--- config.mk ---
export PLATFORM = sky130hd
export DESIGN_NAME = doorlock_entry_ctrl
export DESIGN_NICKNAME = d
export VERILOG_FILES = /design/src/rtl/doorlock_entry_ctrl.sv
export SDC_FILE = /design/constraint.sdc
export NUM_CORES = 1
export LEC_CHECK = 0
export ABC_CLOCK_PERIOD_IN_PS = 3500
export CAP_MARGIN = 20
export CORE_AREA = 2 2 86 88
export DETAILED_ROUTE_END_ITERATION = 16
export DIE_AREA = 0 0 88 90
export PLACE_DENSITY_LB_ADDON = 0.2
export SYNTH_ARGS = -nofsm -noshare
export SYNTH_HDL_FRONTEND = slang
export SYNTH_SLANG_ARGS = --single-unit
--- constraint.sdc ---
create_clock -name clk -period 3.5 [get_ports clk]
set_clock_uncertainty 0.05 [all_clocks]
set_input_delay 0.7 -clock clk [delete_from_list [all_inputs] [get_ports clk]]
set_output_delay 0.7 -clock clk [all_outputs]
set_load 0.1 [all_outputs]
--- src/rtl/doorlock_entry_ctrl.sv ---
// Doorlock keypad sequencer: digit capture, code compare, timed unlock and failure lockout.
// Define DOORLOCK_CODE_CHANGE_EN to add the prog input and the PROG (code change) state.
module doorlock_entry_ctrl #(
    parameter int                    CODE_LEN       = 4,
    parameter logic [4*CODE_LEN-1:0] DEFAULT_CODE   = 16'h1234,
    parameter int                    UNLOCK_CYCLES  = 50000000,
    parameter int                    MAX_FAIL       = 3,
    parameter int                    LOCKOUT_CYCLES = 250000000,
    localparam int FAIL_W = ($clog2(MAX_FAIL + 1) < 2) ? 2 : $clog2(MAX_FAIL + 1)
) (
    input  logic              clk,
    input  logic              rst,
    input  logic [9:0]        key,
    input  logic              enter,
    input  logic              clear,
`ifdef DOORLOCK_CODE_CHANGE_EN
    input  logic              prog,
`endif
    output logic              unlocked,
    output logic              locked_out,
    output logic              digit_valid,
    output logic [3:0]        last_digit,
    output logic [3:0]        digit_cnt,
    output logic [FAIL_W-1:0] fail_cnt
);

    // state     | meaning
    // S_ENTRY   | collecting digits, waiting for enter
    // S_CHECK   | one-cycle compare of buffer against stored code
    // S_OPEN    | door unlocked for UNLOCK_CYCLES
    // S_LOCKOUT | all inputs ignored for LOCKOUT_CYCLES
    // S_PROG    | collecting a new code (DOORLOCK_CODE_CHANGE_EN only)
    localparam logic [2:0] S_ENTRY   = 3'd0;
    localparam logic [2:0] S_CHECK   = 3'd1;
    localparam logic [2:0] S_OPEN    = 3'd2;
    localparam logic [2:0] S_LOCKOUT = 3'd3;
`ifdef DOORLOCK_CODE_CHANGE_EN
    localparam logic [2:0] S_PROG    = 3'd4;
`endif

    localparam int CODE_W    = 4 * CODE_LEN;
    localparam int TIMER_MAX = (UNLOCK_CYCLES > LOCKOUT_CYCLES) ? UNLOCK_CYCLES : LOCKOUT_CYCLES;
    localparam int TIMER_W   = (TIMER_MAX < 2) ? 1 : $clog2(TIMER_MAX);

    localparam logic [TIMER_W-1:0] UNLOCK_LOAD  = TIMER_W'(UNLOCK_CYCLES - 1);
    localparam logic [TIMER_W-1:0] LOCKOUT_LOAD = TIMER_W'(LOCKOUT_CYCLES - 1);
    localparam logic [3:0]         CODE_LEN_C   = 4'(CODE_LEN);
    localparam logic [FAIL_W-1:0]  MAX_FAIL_C   = FAIL_W'(MAX_FAIL);

    logic [2:0]         state;
    logic [TIMER_W-1:0] timer;
    logic [CODE_W-1:0]  buffer;
    logic [CODE_W-1:0]  code;

    logic [9:0] key_q, key_prev;
    logic       enter_q, enter_prev, clear_q, clear_prev;
    logic       press, enter_edge, clear_edge;
    logic [3:0] press_digit;
    logic       key_onehot, collecting, take_digit, match;
    logic [FAIL_W-1:0] fail_next;

    function automatic logic [3:0] encode(input logic [9:0] k);
        logic [3:0] d;
        d = '0;
        for (int i = 0; i < 10; i++)
            if (k[i]) d = 4'(i);
        return d;
    endfunction

`ifdef DOORLOCK_CODE_CHANGE_EN
    logic prog_q, prog_prev, prog_edge;

    always_ff @(posedge clk or posedge rst) begin
        if (rst) begin
            prog_q    <= 1'b0;
            prog_prev <= 1'b0;
            prog_edge <= 1'b0;
        end else begin
            prog_q    <= prog;
            prog_prev <= prog_q;
            prog_edge <= prog_q & ~prog_prev;
        end
    end
`else
    assign code = DEFAULT_CODE;
`endif

    // Events are registered one stage after the input flops so enter, clear and
    // key presses reach the FSM in the same cycle when their pins move together.
    always_ff @(posedge clk or posedge rst) begin
        if (rst) begin
            key_q       <= '0;
            key_prev    <= '0;
            enter_q     <= 1'b0;
            enter_prev  <= 1'b0;
            clear_q     <= 1'b0;
            clear_prev  <= 1'b0;
            press       <= 1'b0;
            press_digit <= '0;
            enter_edge  <= 1'b0;
            clear_edge  <= 1'b0;
        end else begin
            key_q       <= key;
            key_prev    <= key_q;
            press       <= key_onehot && (key_prev == '0);
            press_digit <= encode(key_q);
            enter_q     <= enter;
            enter_prev  <= enter_q;
            enter_edge  <= enter_q & ~enter_prev;
            clear_q     <= clear;
            clear_prev  <= clear_q;
            clear_edge  <= clear_q & ~clear_prev;
        end
    end

    assign key_onehot = (key_q != '0) && ((key_q & (key_q - 10'd1)) == '0);

`ifdef DOORLOCK_CODE_CHANGE_EN
    assign collecting = (state == S_ENTRY) || (state == S_PROG);
`else
    assign collecting = (state == S_ENTRY);
`endif

    assign take_digit = collecting && press && !enter_edge && !clear_edge && (digit_cnt < CODE_LEN_C);
    assign match      = (digit_cnt == CODE_LEN_C) && (buffer == code);
    assign fail_next  = (fail_cnt == MAX_FAIL_C) ? fail_cnt : fail_cnt + FAIL_W'(1);
    assign unlocked   = (state == S_OPEN);
    assign locked_out = (state == S_LOCKOUT);

    always_ff @(posedge clk or posedge rst) begin
        if (rst) begin
            state       <= S_ENTRY;
            timer       <= '0;
            buffer      <= '0;
            digit_cnt   <= '0;
            last_digit  <= '0;
            digit_valid <= 1'b0;
            fail_cnt    <= '0;
`ifdef DOORLOCK_CODE_CHANGE_EN
            code        <= DEFAULT_CODE;
`endif
        end else begin
            digit_valid <= 1'b0;
            case (state)
                S_ENTRY: begin
                    if (enter_edge) begin
                        state <= S_CHECK;
                    end else if (clear_edge) begin
                        buffer    <= '0;
                        digit_cnt <= '0;
                    end
                end
                S_CHECK: begin
                    buffer    <= '0;
                    digit_cnt <= '0;
                    if (match) begin
                        fail_cnt <= '0;
                        timer    <= UNLOCK_LOAD;
                        state    <= S_OPEN;
                    end else begin
                        fail_cnt <= fail_next;
                        if (fail_next == MAX_FAIL_C) begin
                            timer <= LOCKOUT_LOAD;
                            state <= S_LOCKOUT;
                        end else begin
                            state <= S_ENTRY;
                        end
                    end
                end
                S_OPEN: begin
                    if (timer == '0) state <= S_ENTRY;
                    else             timer <= timer - TIMER_W'(1);
`ifdef DOORLOCK_CODE_CHANGE_EN
                    if (prog_edge) begin
                        state     <= S_PROG;
                        buffer    <= '0;
                        digit_cnt <= '0;
                    end
`endif
                end
                S_LOCKOUT: begin
                    if (timer == '0) begin
                        fail_cnt <= '0;
                        state    <= S_ENTRY;
                    end else begin
                        timer <= timer - TIMER_W'(1);
                    end
                end
`ifdef DOORLOCK_CODE_CHANGE_EN
                S_PROG: begin
                    if (enter_edge) begin
                        if (digit_cnt == CODE_LEN_C) code <= buffer;
                        buffer    <= '0;
                        digit_cnt <= '0;
                        state     <= S_ENTRY;
                    end else if (clear_edge) begin
                        buffer    <= '0;
                        digit_cnt <= '0;
                        state     <= S_ENTRY;
                    end
                end
`endif
                default: state <= S_ENTRY;
            endcase

            if (take_digit) begin
                buffer      <= (buffer << 4) | CODE_W'(press_digit);
                digit_cnt   <= digit_cnt + 4'd1;
                last_digit  <= press_digit;
                digit_valid <= 1'b1;
            end
        end
    end

endmodule
* Word-level counts from Yosys, hierarchy flattened
Index checks and enable logic that the tools add are counted.
** Storage, ports and cells
- Flip-flop bits (word level) :: 89
- Input port bits :: 14
- Output and inout port bits :: 13
- Word-level logic and storage cells :: 95
** Cells by class
- $add $sub $neg :: 4
- $lt $le $gt $ge :: 1
- Equal/unequal tests :: 14
- Multiplexer cells :: 31
- Bitwise operators :: 6
- Reduce and logical (&&, ||, !) cells :: 22
** Operators by type and width (count)
- $mux 28 :: 3
- $pmux 28 s2 :: 1
- $mux 16 :: 3
- $mux 4 :: 10
- $pmux 16 s2 :: 1
- $logic_not 28->1 :: 1
- $sub 28x1->28 const B :: 1
- $logic_not 10->1 :: 2
- $eq 16x13->1 const B :: 1
- $or 16x4->16 :: 1
- $mux 2 :: 6
- $and 10x10->10 :: 1
- $reduce_bool 10->1 :: 1
- $sub 10x1->10 const B :: 1
- $pmux 3 s3 :: 1
- $pmux 4 s2 :: 1
- $logic_and 1x1->1 :: 7
- $eq 3x2->1 const B :: 2
- $mux 3 :: 2
- $ne 3x2->1 const B :: 2
- $reduce_and 3->1 :: 2
- $add 4x1->4 const B :: 1
- $eq 2x2->1 const B :: 2
- $eq 4x3->1 const B :: 1
- 16 further kinds :: 24

* Logic depth before layout (Yosys ltp)
Gate-level depths: netlist of the first run.
- Depth after elaboration :: 9
- Gate-level depth with buffers :: 8
- Depth with buffers taken out :: 7

* Least setup slack after synthesis of the first run
No wires, ideal clock.
- Path kind :: reg2reg
- Start point :: register digit_cnt[3]
- End point :: register digit_cnt[0]
- Data arrival time :: 2.647 ns
- Required time :: 3.383 ns
- Path slack :: 0.735 ns
- Stages on the path, launching flop included :: 5
- Path buffers :: 1
- Cell sequence :: dfrtp_1 -> or4b_2 -> nor4_1 -> clkbuf_1 -> mux2_2
** On the way
- Cells in the longest elaborated chain, start to end :: 4
- Elaborated cells on any way between the ends :: 7
- Those cells by class :: order compare (1); eq/ne (2); mux (1); reduce/logical (3)
** Ends and longest elaborated chain
- start: declaration :: RTL line 23 : output logic [3:0] digit_cnt,
- start signal: assignment :: RTL line 208 : digit_cnt <= digit_cnt + 4'd1;
- $lt 4x3->1 * :: RTL line 124 : assign take_digit = collecting && press && !enter_edge && !clear_edge && (digit_cnt < CODE_LEN_C);
- $logic_and 1x1->1 * :: RTL line 124
- $ne 3x2->1 (no line) or $reduce_bool 3->1 (tied branches)
- $reduce_and 3->1 (no line)
Every way passes the cells marked *; elsewhere a longest branch is shown, timed or not.
A chain may end at the register's enable or synchronous reset.

* Worst setup path in the final report of the first run
- Start point :: register timer[4]
- End point :: register timer[14]
** On the way
- Cells in the longest elaborated chain, start to end :: 3
- Elaborated cells on any way between the ends :: 6
- Those cells by class :: add/sub (1); eq/ne (1); mux (2); reduce/logical (2)
** Ends and longest elaborated chain
- start: declaration :: RTL line 51 : logic [TIMER_W-1:0] timer;
- start signal: assignment :: RTL line 172 : else timer <= timer - TIMER_W'(1);
- start signal: assignment :: RTL line 186 : timer <= timer - TIMER_W'(1);
- $sub 28x1->28 or $logic_not 28->1 (tied branches)
- $mux 28 or $ne 2x2->1 (tied branches)
- $pmux 28 s2 or $reduce_and 3->1 (tied branches)
Parallel ways exist; a longest one is shown, timed or not. The select of a mux whose other input is x is not followed.

==> results by group, run 1 <==
Drt
  • Vias: between 2000 and 3000
  • Met1 Wirelength: approximately 3.3 mm
  • Metal3 WL: 257 µm
  • Final ANT Viol Nets: 0
  • # DRC: 0
  • Drt wl/cell: 16.0 µm
  • DR vias/cell: 5.87
  • DR pass1 iterations: 6
  • Highest metal used: met4
  • Initial drt markers: roughly 200
  • Met2 WL: 3.55 mm
  • Final WL: 7.21 mm

STA
  • Worst slew pin tran: about 0.98 ns
  • Slew Limit Fails: 0
  • Tmin final: 2.89 ns
  • RSZ-0062 raised after global routing: false
  • Slew headroom: around a third
  • Maximum clock frequency: ~0.35 GHz
  • Setup TNS: 0 ns
  • Setup violators final: 0
  • Fin crit share: 82.5%
  • PnR worst setup slack: 0.611 ns
  • Final hold vios: 0

Synthesis
  • Cells after Synth: 318
  • Synth warnings: 0
  • Area contributors post-synth: dfrtp_1 58%, a22o_1 4.4%, or4_1 1.8%, a21oi_1 1.6%, mux2_2 1.5%
  • Syn Std Cell Area: 0.00377 mm²
  • Share of the synthesized area in the top cell type: 58.4%
  • Post-synth ARST share: 100%
  • Synthesized flop and latch total: 88
  • Netlist cell types: 62
  • Synth Net Count: 336
  • Yosys top cell by area: dfrtp_1
  • Register area share after synthesis: 58.4%
  • Post-Syn Area per Cell: 11.9 µm²
  • Post-synth EDFFs: 0
  • Ys flop type: dfrtp_1

Critical path
  • Kind of critical path: reg2reg
  • CP endpoint kind: register
  • Startpoint Class: register
  • Worst path arrival time: 3.07 ns
  • CP Max Fanout: 14
  • Worst path required time: 3.69 ns
  • FF-to-FF setup slack: slightly above 0.6 ns

CTS
  • CTS tree: built
  • Post-CTS Setup Bufs: 0
  • H-tree levels: 3
  • CTS resizes: 0
  • CTS clk-pin slew, worst paths: 0.08 ns
  • Clk sinks: 88
  • Cts bufs inserted: 9
  • Clk_lat worst skew: 0.35 ns
  • Number of hold buffers added after cts: 0
  • CTS max path bufs: 2
  • CTS root buffer: clkbuf_8

Min path
  • Hold crit path type: reg2reg

Cells and area
  • Multi-input logic area: 0.00147 mm²
  • Post-route cell area: about 0.0044 mm²
  • Inserted Diodes: 0
  • Commonest non-fill, non-tap cell in the layout: dfrtp_1
  • Most frequent cells in the layout: 88 x dfrtp_1, 19 x a22o_1, 18 x clkdlybuf4s50_1
  • Sequential cell area: 0.00220 mm²
  • Nets: 366
  • Layout cells sized above 1: 15.9%
  • Layout overhead on the synthesized area: 15.4%
  • Fillers: 558

Run
  • Number of max-cap violations: 0

Global routing
  • Largest net degree at the start of global routing: slightly below 50
  • GR Util All Layers: 20.5%
  • First-pass GRT wire length: 12.8 mm
  • Initial antenna violation count: 0
  • GR Overflow Total: 0
  • Number of global-route vias before repair: 2654

Placed design
  • GP Congestion: 0.810
  • Port Buf Inserts: 26
  • Area post-placement: 0.00414 mm²
  • DP Worst Slack: 0.629 ns
  • Post-DP HPWL: 4.82 mm

Pwr
  • Clk pwr share: 25.9%
  • Switching pwr: 0.00103 W
  • Seq pwr share: 47.9%
  • Pleak: 1.77 nW
  • Comb pwr share: about a quarter
  • Maximum VDD drop: about 330 µV
  • PwrDens: 665 mW/mm²
  • Internal Power: between 0.0015 and 0.002 W
  • Sw Share: 35.5%

Floorplanning
  • Core ar.: 0.00702 mm²
  • Site row count: 31
  • Die W: 88 µm
  • Die height: 90 µm
  • Die ar.: 0.00792 mm²
  • Initial Util: between 50 and 60%
  • Top-Level Pins: 27

Outcome
  • Outcome: complete, no violations
routing by layer:
metal,GRT usage [%],vias up
li1,-,1260
met1,28.8,1325
met2,32.0,56
met3,4.50,8
met4,6.03,0
met5,0,-
kinds of logic after synthesis:
family	Yosys count	share of synthesized area [%]
flops	88	58.4
simple gates	101	16.7
buf+inv	25	2.95
mux	7	2.02
fa+ha+maj	5	1.59
compound gates	83	16.3
xor+xnor	9	2.09
power by group through the flow:
stage	clock (W)	sequential (W)	combinational, W
after floorplan	0	0.00140	0.000556
after global placement	0	0.00139	0.000744
after detailed placement	0	0.00140	0.000762
after CTS	0.000766	0.00138	0.000766
after global routing	0.000819	0.00141	0.000842
final	0.000750	0.00139	0.000758
final cells by class:
| cell class | instances | share of cell area (%) |
|---|---|---|
| sequential | 88 | 50.6 |
| multi-input combinational | 205 | 33.7 |
| timing repair buffer | 34 | 7.19 |
| clock buffer | 10 | 2.93 |
| tap | 99 | 2.85 |
| clock inverter | 5 | 1.90 |
| inverter | 10 | 0.891 |
worst paths after layout:
kind / end / startpoint / depth (start not counted)
min in group asynchronous: timer[20]$_DFFE_PP0P_ / rst / 2
max: timer[14]$_DFFE_PP0P_ / timer[4]$_DFFE_PP0P_ / 5
max in group asynchronous: key_q[9]$_DFF_PP0_ / rst / 3
min reg2reg: clear_prev$_DFF_PP0_ / clear_q$_DFF_PP0_ / 0
min: clear_prev$_DFF_PP0_ / clear_q$_DFF_PP0_ / 0
max reg2reg: timer[14]$_DFFE_PP0P_ / timer[4]$_DFFE_PP0P_ / 5
per-stage QoR:
stage / util [%] / power [W] / hold WS (ns) / cells
floorplan: - / 0.00196 / 0.297 / 318
global placement: 59.0 / 0.00213 / 0.304 / 436
detailed placement: 59.0 / 0.00216 / 0.307 / 436
CTS: 62.0 / 0.00291 / 0.327 / 451
global route: 62.0 / 0.00308 / 0.347 / 451
finish: 62.0 / 0.00290 / 0.323 / 451
cells in the mapped netlist (8+ instances only):
| cell type | count |
|---|---|
| nor4_1 | 9 |
| nand2_1 | 12 |
| a22o_1 | 19 |
| or2_2 | 8 |
| clkbuf_1 | 11 |
| or4_1 | 9 |
| a21oi_1 | 12 |
| nor2_1 | 12 |
| nor3_1 | 8 |
| inv_1 | 10 |
| nand3_1 | 8 |
| dfrtp_1 | 88 |
registers in the layout, summed over array words and instances, names as in the netlist:
signal,count
enter_edge,1
clear_q,1
key_prev,10
digit_cnt,4
press_digit,4
digit_valid,1
timer,28
press,1
clear_edge,1
buffer,16
state,2
last_digit,4
enter_q,1
fail_cnt,2
enter_prev,1
key_q,10
clear_prev,1
worst max-delay path, cell delays in order (launching register included):
cell     delay [ns]
dfrtp_1        0.44
or4_1          0.67
or4_4          0.66
o21ai_2        0.53
nand2_1        0.18
o211a_1        0.25
(Power assumes the default switching activity.)
==> inputs of run 2 (changes only) <==
ABC_CLOCK_PERIOD_IN_PS = 2820   (was 3500)
clock period = 2.82 ns   (was 3.5 ns; I/O delays follow)
==> results by group, run 2 (same netlist as run 1, synthesis figures left out) <==
Outcome
  • Outcome: complete, no violations (unchanged)

Floorplanning
  • Die height: 90 µm (unchanged)
  • Die W: 88 µm (unchanged)
  • Core ar.: 0.00702 mm² (unchanged)
  • Top-Level Pins: 27 (unchanged)
  • Die ar.: 0.00792 mm² (unchanged)
  • Initial Util: 53.7% (unchanged)
  • Site row count: 31 (unchanged)

Cells and area
  • Commonest non-fill, non-tap cell in the layout: dfrtp_1 (unchanged)
  • Most flop-heavy register: timer (unchanged)
  • Layout cells sized above 1: 18.8% (was 15.9%)
  • Multi-input logic area: 0.00147 mm² (unchanged)
  • Inserted Diodes: 0 (unchanged)
  • Post-route cell area: 0.00438 mm² (was 0.00435 mm²)
  • Layout overhead on the synthesized area: 16.0% (was 15.4%)
  • Nets: 370 (was 366)
  • Fillers: 564 (was 558)
  • Max FFs per register: 28 (unchanged)
  • Sequential cell area: 0.00220 mm² (unchanged)
  • Registers with the most flip-flops: timer (28), buffer (16) (unchanged)
  • Most frequent cells in the layout: 88 x dfrtp_1, 23 x buf_4, 19 x a22o_1 (was 88 x dfrtp_1, 19 x a22o_1, 18 x clkdlybuf4s50_1)

Global routing
  • GR Overflow Total: 0 (unchanged)
  • Initial antenna violation count: 0 (unchanged)
  • GRT busiest layer: met2 (unchanged)
  • Met1 global-route usage: 28.4% (was 28.8%)
  • Largest net degree at the start of global routing: 72 (was 49)
  • GR Util All Layers: 20.4% (was 20.5%)
  • First-pass GRT wire length: 12.7 mm (was 12.8 mm)
  • Met3 Use GR: 4.13% (was 4.50%)
  • Number of global-route vias before repair: 2658 (was 2654)
  • Grt met2 use: 31.7% (was 32.0%)

Pwr
  • PwrDens: 823 mW/mm² (was 665 mW/mm²)
  • Maximum VDD drop: 457 µV (was 328 µV)
  • Pleak: 1.81 nW (was 1.77 nW)

STA
  • Tmin final: 2.66 ns (was 2.89 ns)
  • Maximum clock frequency: 0.376 GHz (was 0.346 GHz)
  • Setup TNS: 0 ns (unchanged)
  • Slew Limit Fails: 0 (unchanged)
  • Fin crit share: 94.3% (was 82.5%)
  • RSZ-0062 raised after global routing: false (unchanged)
  • Worst slew pin tran: 0.796 ns (was 0.976 ns)
  • Slew headroom: 46.5% (was 34.7%)
  • Final hold vios: 0 (unchanged)
  • Setup violators final: 0 (unchanged)

CTS
  • CTS max path bufs: 2 (unchanged)
  • H-tree levels: 3 (unchanged)
  • Number of hold buffers added after cts: 0 (unchanged)
  • CTS tree: built (unchanged)
  • Cts bufs inserted: 9 (unchanged)
  • Clk sinks: 88 (unchanged)
  • CTS resizes: 0 (unchanged)
  • CTS root buffer: clkbuf_8 (unchanged)
  • Clk_lat worst skew: 0.35 ns (about the same)
  • Post-CTS Setup Bufs: 0 (unchanged)
  • CTS clk-pin slew, worst paths: 0.09 ns (was 0.08 ns)

Critical path
  • CP Cell Sequence: or4_1, or4_4, o21a_1, a211oi_1, a31oi_1 (was or4_1, or4_4, o21ai_2, nand2_1, o211a_1)
  • CP endpoint kind: register (unchanged)
  • Worst reg2reg path endpoint: timer[2]$_DFFE_PP0P_ (was timer[14]$_DFFE_PP0P_)
  • Kind of critical path: reg2reg (unchanged)
  • Worst path arrival time: 2.83 ns (was 3.07 ns)
  • FF-to-FF setup slack: 0.16 ns (was 0.61 ns)
  • Slowest cell delay on critical path: 0.69 ns (was 0.67 ns)
  • WP buf/inv: 0 (unchanged)
  • Slowest CP cell: or4_4 (was or4_1)
  • CP Max Fanout: 15 (was 14)
  • Startpoint Class: register (unchanged)
  • Worst path required time: 2.98 ns (was 3.69 ns)
  • Worst r2r src: timer[14]$_DFFE_PP0P_ (was timer[4]$_DFFE_PP0P_)
  • CP top delay family: simple AND/OR/NAND/NOR gates (unchanged)
  • Cells on worst reg2reg path: 5 (unchanged)

Drt
  • # DRC: 0 (unchanged)
  • Initial drt markers: 112 (was 203)
  • Drt wl/cell: 15.8 µm (was 16.0 µm)
  • DR vias/cell: 5.83 (was 5.87)
  • DR pass1 iterations: 4 (was 6)
  • Vias: 2658 (was 2649)
  • Final ANT Viol Nets: 0 (unchanged)
  • Final WL: 7.19 mm (was 7.21 mm)

Min path
  • WHS Endpoint: clear_prev$_DFF_PP0_ (unchanged)
  • Hold crit path type: reg2reg (unchanged)
  • Hold path start: clear_q$_DFF_PP0_ (unchanged)
  • Hold path cells: 0 (unchanged)

Placed design
  • GP Congestion: 0.835 (was 0.810)
  • Post-DP HPWL: 4.94 mm (was 4.82 mm)
  • Area post-placement: 0.00418 mm² (was 0.00414 mm²)
  • Port Buf Inserts: 26 (unchanged)

Run
  • Number of max-cap violations: 0 (unchanged)
-- run 2: changes by cell type in the layout (fill, tap and decap cells not counted), sizes merged --
cell / change
clkinvlp: +1
clkbuf: -1
clkinv: -2
buf: +9
bufinv: -1
clkdlybuf4s50: -5
inv: +4
-- run 2: power by group --
part / total (W) / switching, W / internal (W)
Combinational: 0.00101 / 0.000614 / 0.000394
Clock: 0.000893 / 0.000471 / 0.000422
Sequential: 0.00170 / 0.000233 / 0.00147
Total: 0.00360 / 0.00132 / 0.00228
-- run 2: metal layers --
layer	vias up	share of wire (%)	wire length, µm
li1	1272	-	-
met1	1328	45	3250
met2	49	51	3640
met3	9	2.8	204
met4	0	1.4	104
met5	-	0	0
-- run 2: how the worst max path moves through the flow --
stage | start | end | slack (ns) | cells after the start
after floorplan | digit_cnt[3]$_DFFE_PP0P_ | digit_cnt[0]$_DFFE_PP0P_ | 0.06 | 4
after global placement | timer[14]$_DFFE_PP0P_ | timer[2]$_DFFE_PP0P_ | 0.24 | 5
after detailed placement | timer[14]$_DFFE_PP0P_ | timer[2]$_DFFE_PP0P_ | 0.19 | 5
after CTS | timer[14]$_DFFE_PP0P_ | timer[2]$_DFFE_PP0P_ | 0.18 | 5
after global routing | timer[14]$_DFFE_PP0P_ | timer[19]$_DFFE_PP0P_ | 0.02 | 5
final | timer[14]$_DFFE_PP0P_ | timer[2]$_DFFE_PP0P_ | 0.16 | 5
-- run 2: final cells by class --
type                            count  area share [%]
Clock inverter                      7            1.77
Tap cell                           99            2.83
Timing Repair Buffer               38            7.83
Multi-Input combinational cell    205            33.5
Inverter                           10           0.943
Sequential cell                    88            50.3
Clock buffer                        9            2.83
-- run 2: stage by stage --
step	hold WS [ns]	total power, W	utilization (%)	worst slack (ns)	std cells
after global placement	0.302	0.00270	59.5	0.236	440
after detailed placement	0.308	0.00274	59.5	0.193	440
after CTS	0.329	0.00362	62.3	0.180	456
final	0.327	0.00360	62.3	0.160	456
after floorplan	0.297	0.00243	-	0.0555	318
after global routing	0.337	0.00383	62.3	0.0166	456
==> RTL change 1: new RTL, settings of run 1 <==
The parameter `CODE_LEN` goes from 4 to 8.
--- a/src/rtl/doorlock_entry_ctrl.sv
+++ b/src/rtl/doorlock_entry_ctrl.sv
@@ -1,7 +1,7 @@
 // Doorlock keypad sequencer: digit capture, code compare, timed unlock and failure lockout.
 // Define DOORLOCK_CODE_CHANGE_EN to add the prog input and the PROG (code change) state.
 module doorlock_entry_ctrl #(
-    parameter int                    CODE_LEN       = 4,
+    parameter int                    CODE_LEN       = 8,
     parameter logic [4*CODE_LEN-1:0] DEFAULT_CODE   = 16'h1234,
     parameter int                    UNLOCK_CYCLES  = 50000000,
     parameter int                    MAX_FAIL       = 3,
Function: no difference found for any inputs over 10 cycles, from zero or initial values and one cycle with rst high; that may be too few to reach the edited logic, so the function may still have changed.
==> RTL change 1 against run 1 <==
Sequential cell count increased by 16. First-iteration DRC count is 3.9% lower. Final cell count increased by 12%. Cell area increased by 13%. Maximum frequency up 2.9%. Wire length increased by 20%. Non-clock buffer count shrank 1. Via count rose by 18%. Power grew 3.6%. Count of clock-buffer cells in the layout is the same. Critical path depth stayed put. Setup slack improved by 0.082 ns. Area after synthesis is 17% higher. Largest cell class unchanged. Largest power group unchanged.
==> RTL change 1: results (changes against run 1) <==
[logic_synthesis]
synthTopCellsByCount=dfrtp_1 (104), a22o_1 (34), nor3_1 (22)  ; was dfrtp_1 (88), a22o_1 (19), a21oi_1 (12), nand2_1 (12), nor2_1 (12)
synth_cell_types=49  ; was 62
seq_area_frac_synth=0.591  ; was 0.584
synth_nets=390  ; was 336
synth_area_leaders=dfrtp_1 (59%), a22o_1 (6.8%), nor3_1 (2.5%)  ; was dfrtp_1 (58%), a22o_1 (4.4%), or4_1 (1.8%)

[power]
p_leak_nw=2.06  ; was 1.77 nW
p_switching_mw=1.13  ; was 1.03 mW
peakVddDrop_mv=0.400  ; was 0.328 mV

[global_routing]
grt_max_degree=54  ; was 49
grt_pass1_vias=3100  ; was 2,654
track_usage=0.240  ; was 0.205
grt_pass1_wl_um=15000  ; was 12,800 um

[timing]
worst_slew_pin_slew_ns=0.968  ; was 0.976 ns

[setup_path]
crit_arrival_ns=3.02  ; was 3.07 ns
cp_max_fo=19  ; was 14

[cells_and_area]
fillCellCount=487  ; was 558
synthToLayoutAreaGrowth_pct=12.1  ; was 15.4%
finalNetCount=417  ; was 366
drive_above_1_share=0.119  ; was 0.159

[place]
dp_hpwl_um=5720  ; was 4820 um
dpl-instance-area_um2=4740  ; was 4140 um2
gp_congestion=0.870  ; was 0.810

[clocking]
cts_resized=0  ; unchanged
clock_path_buffers=2  ; unchanged
clkLatencyLatePin_ns=0.37  ; was 0.35 ns
clk_pin_slew_ns=0.11  ; was 0.08 ns

[route]
first_pass_iters=5  ; was 6
wl_per_cell_um=17.1  ; was 16.0 um
drt_iter0_drc=195  ; was 203
vias_per_cell=6.23  ; was 5.87

[status]
status=finished, final reports clean  ; unchanged

==> RTL change 1: cell count changes after synthesis, moves of 5 or more <==
cell,run 1,this run
or2_2,8,3
dfrtp_1,88,104
a22o_1,19,34
nand2_1,12,17
nor4b_1,1,6
nand3_1,8,13
nor3_1,8,22
==> RTL change 1: power by group through the flow <==
stage | registers (mW) | logic, mW | clock network [mW]
5_1_grt | 1.57 | 0.806 | 0.790
3_3_place_gp | 1.56 | 0.717 | 0
2_1_floorplan | 1.56 | 0.556 | 0
6_report | 1.55 | 0.733 | 0.721
4_1_cts | 1.54 | 0.739 | 0.735
3_5_place_dp | 1.56 | 0.740 | 0
==> RTL change 1: cell type report <==
| type | instances | share of cell area |
|---|---|---|
| repair buffers | 33 | 0.0619 |
| multi-input cells | 239 | 0.337 |
| inverters | 12 | 0.00963 |
| flip-flops and latches | 104 | 0.527 |
| well taps | 99 | 0.0251 |
| clock buffers | 10 | 0.0259 |
| clock inverters | 6 | 0.0127 |
==> RTL change 1: critical path, stage by stage, from the launching register on <==
cell and delay, ns:
dfrtp_1 0.46, or3_1 0.43, or4_1 0.67, o31ai_4 0.66, nor3_1 0.10, or3_1 0.32
==> RTL change 1: through the flow <==
step / instances / setup slack [ns]
6_report: 503 / 0.693
5_1_grt: 503 / 0.520
4_1_cts: 503 / 0.692
3_5_place_dp: 487 / 0.715
3_3_place_gp: 487 / 0.793
2_1_floorplan: 372 / 0.0178
==> RTL change 1: kinds of logic (layout without fill, tap and decap cells) <==
| family | count (synthesis) | after routing | share of synthesized area |
|---|---|---|---|
| compound gates | 95 | 95 | 0.168 |
| xor+xnor | 6 | 6 | 0.0119 |
| fa+ha+maj | 6 | 6 | 0.0159 |
| buf+inv | 29 | 61 | 0.0327 |
| flops | 104 | 104 | 0.591 |
| mux | 6 | 6 | 0.0153 |
| simple gates | 126 | 126 | 0.165 |
==> RTL change 1: layer usage <==
| layer | share of wire | up-vias | track usage |
|---|---|---|---|
| met5 | 0 | - | 0 |
| met4 | 0.016 | 0 | 0.0679 |
| met3 | 0.040 | 12 | 0.0698 |
| met2 | 0.50 | 79 | 0.366 |
| met1 | 0.44 | 1564 | 0.339 |
| li1 | - | 1477 | - |
==> RTL change 1: final timing paths <==
kind	slack (ns)	depth (start not counted)	start	endpoint
worst max register to register	0.69	5	timer[2]$_DFFE_PP0P_	timer[5]$_DFFE_PP0P_
min in group asynchronous	0.72	2	rst	timer[2]$_DFFE_PP0P_
worst max-delay path	0.69	5	timer[2]$_DFFE_PP0P_	timer[5]$_DFFE_PP0P_
worst min register to register	0.33	0	clear_q$_DFF_PP0_	clear_prev$_DFF_PP0_
worst min-delay path	0.33	0	clear_q$_DFF_PP0_	clear_prev$_DFF_PP0_
max in group asynchronous	1.99	3	rst	digit_cnt[3]$_DFFE_PP0P_
==> RTL change 2: new RTL, settings of run 1 <==
Without the edit above. One comparison of `digit_cnt` changes from == to >=.
--- a/src/rtl/doorlock_entry_ctrl.sv
+++ b/src/rtl/doorlock_entry_ctrl.sv
@@ -122,7 +122,7 @@
 `endif
 
     assign take_digit = collecting && press && !enter_edge && !clear_edge && (digit_cnt < CODE_LEN_C);
-    assign match      = (digit_cnt == CODE_LEN_C) && (buffer == code);
+    assign match      = (digit_cnt >= CODE_LEN_C) && (buffer == code);
     assign fail_next  = (fail_cnt == MAX_FAIL_C) ? fail_cnt : fail_cnt + FAIL_W'(1);
     assign unlocked   = (state == S_OPEN);
     assign locked_out = (state == S_LOCKOUT);
Check against the original RTL: no difference found for any inputs over 10 cycles, from zero or initial values and one cycle with rst high; that may be too few to reach the edited logic, so the function may still have changed.
==> RTL change 2 against run 1 <==
Cell area grew 0.37%. Sequential share of layout area shrank 0.19 points. Area after synthesis grew 0.76%. Wire length shrank 0.62%. Power shrank 2.2%. Core utilization grew 0.23 points. Setup slack gained 0.059 ns. Sequential cell count is the same. Die area is the same. Highest routed layer unchanged.
==> RTL change 2: results (changes against run 1) <==
[global_routing]
grt_pass1_wl_um=12400  ; was 12,800 um
grt_pass1_vias=2484  ; was 2,654
track_usage=0.201  ; was 0.205

[setup_path]
crit_arrival_ns=3.03  ; was 3.07 ns
reg2reg_slack_ns=0.67  ; was 0.61 ns
cp_max_fo=8  ; was 14
rr_worst_depth=8  ; was 5

[timing]
hold_slack_ns=0.326  ; was 0.323 ns
post-route-min-period_ns=2.83  ; was 2.89 ns
worst_slew_pin_slew_ns=0.985  ; was 0.976 ns

[power]
p_leak_nw=1.79  ; was 1.77 nW
peakVddDrop_mv=0.561  ; was 0.328 mV
swShare=0.368  ; was 0.355

[logic_synthesis]
synth_nets=348  ; was 336
synthTopCellsByCount=dfrtp_1 (88), a22o_1 (18), o21ai_0 (18)  ; was dfrtp_1 (88), a22o_1 (19), a21oi_1 (12), nand2_1 (12), nor2_1 (12)
seq_area_frac_synth=0.579  ; was 0.584
synth_cells=331  ; was 318
synth_cell_types=55  ; was 62

[place]
dpl-instance-area_um2=4160  ; was 4140 um2
dp_hpwl_um=4850  ; was 4820 um
gp_congestion=0.836  ; was 0.810
place_ws_ns=0.697  ; was 0.629 ns
place_inst=446  ; was 436

[status]
status=finished, final reports clean  ; unchanged

[route]
drt_iter0_drc=225  ; was 203
vias_per_cell=5.89  ; was 5.87
first_pass_iters=4  ; was 6
wl_per_cell_um=15.5  ; was 16.0 um

[cells_and_area]
final_cells=462  ; was 451
drive_above_1_share=0.140  ; was 0.159
finalNetCount=375  ; was 366

RTL change 2: cell type report:
cell class	instances	area, um2
Clock inverter	7	88.8
Fill cell	560	2650
Sequential cell	88	2200
Clock buffer	9	124
Inverter	14	53.8
Timing Repair Buffer	32	305
Multi-Input combinational cell	213	1470
Tap cell	99	124
RTL change 2: power groups by stage:
stage	Combinational, mW	Clock (mW)	Sequential, mW
after floorplan	0.544	0	1.40
after global placement	0.703	0	1.39
after detailed placement	0.718	0	1.40
after CTS	0.721	0.748	1.38
after global routing	0.798	0.788	1.42
final	0.718	0.730	1.38
RTL change 2: cells by family after synthesis:
group                      synth area share
and+or+nand+nor                       0.165
AOI/OAI and AO/OA                     0.178
DFF                                   0.579
buffers and inverters                0.0352
muxes                                0.0188
xor gates and xnor gates             0.0115
adders and majority gates            0.0125
RTL change 2: layer usage:
metal	global-route usage	routed length, um	up-vias
li1	-	-	1294
met1	0.319	3550	1346
met2	0.266	3170	70
met3	0.0358	319	11
met4	0.0897	125	0
met5	0	0	-
RTL change 2: worst paths after layout:
check                                startpoint                        end
max                        timer[0]$_DFFE_PP0P_    fail_cnt[1]$_DFFE_PP0P_
min                           clear_q$_DFF_PP0_       clear_prev$_DFF_PP0_
max reg2reg                timer[0]$_DFFE_PP0P_    fail_cnt[1]$_DFFE_PP0P_
min reg2reg                   clear_q$_DFF_PP0_       clear_prev$_DFF_PP0_
max in group asynchronous                   rst  last_digit[0]$_DFFE_PP0N_
min in group asynchronous                   rst       timer[5]$_DFFE_PP0P_
RTL change 2: worst max-delay path, stage by stage (launching register included):
cell     delay (ns)
dfrtp_1        0.41
inv_1          0.13
ha_1           0.15
or4b_2         0.57
or4_1          0.55
o21ai_1        0.37
buf_4          0.23
nand2_1        0.08
a21o_1         0.19
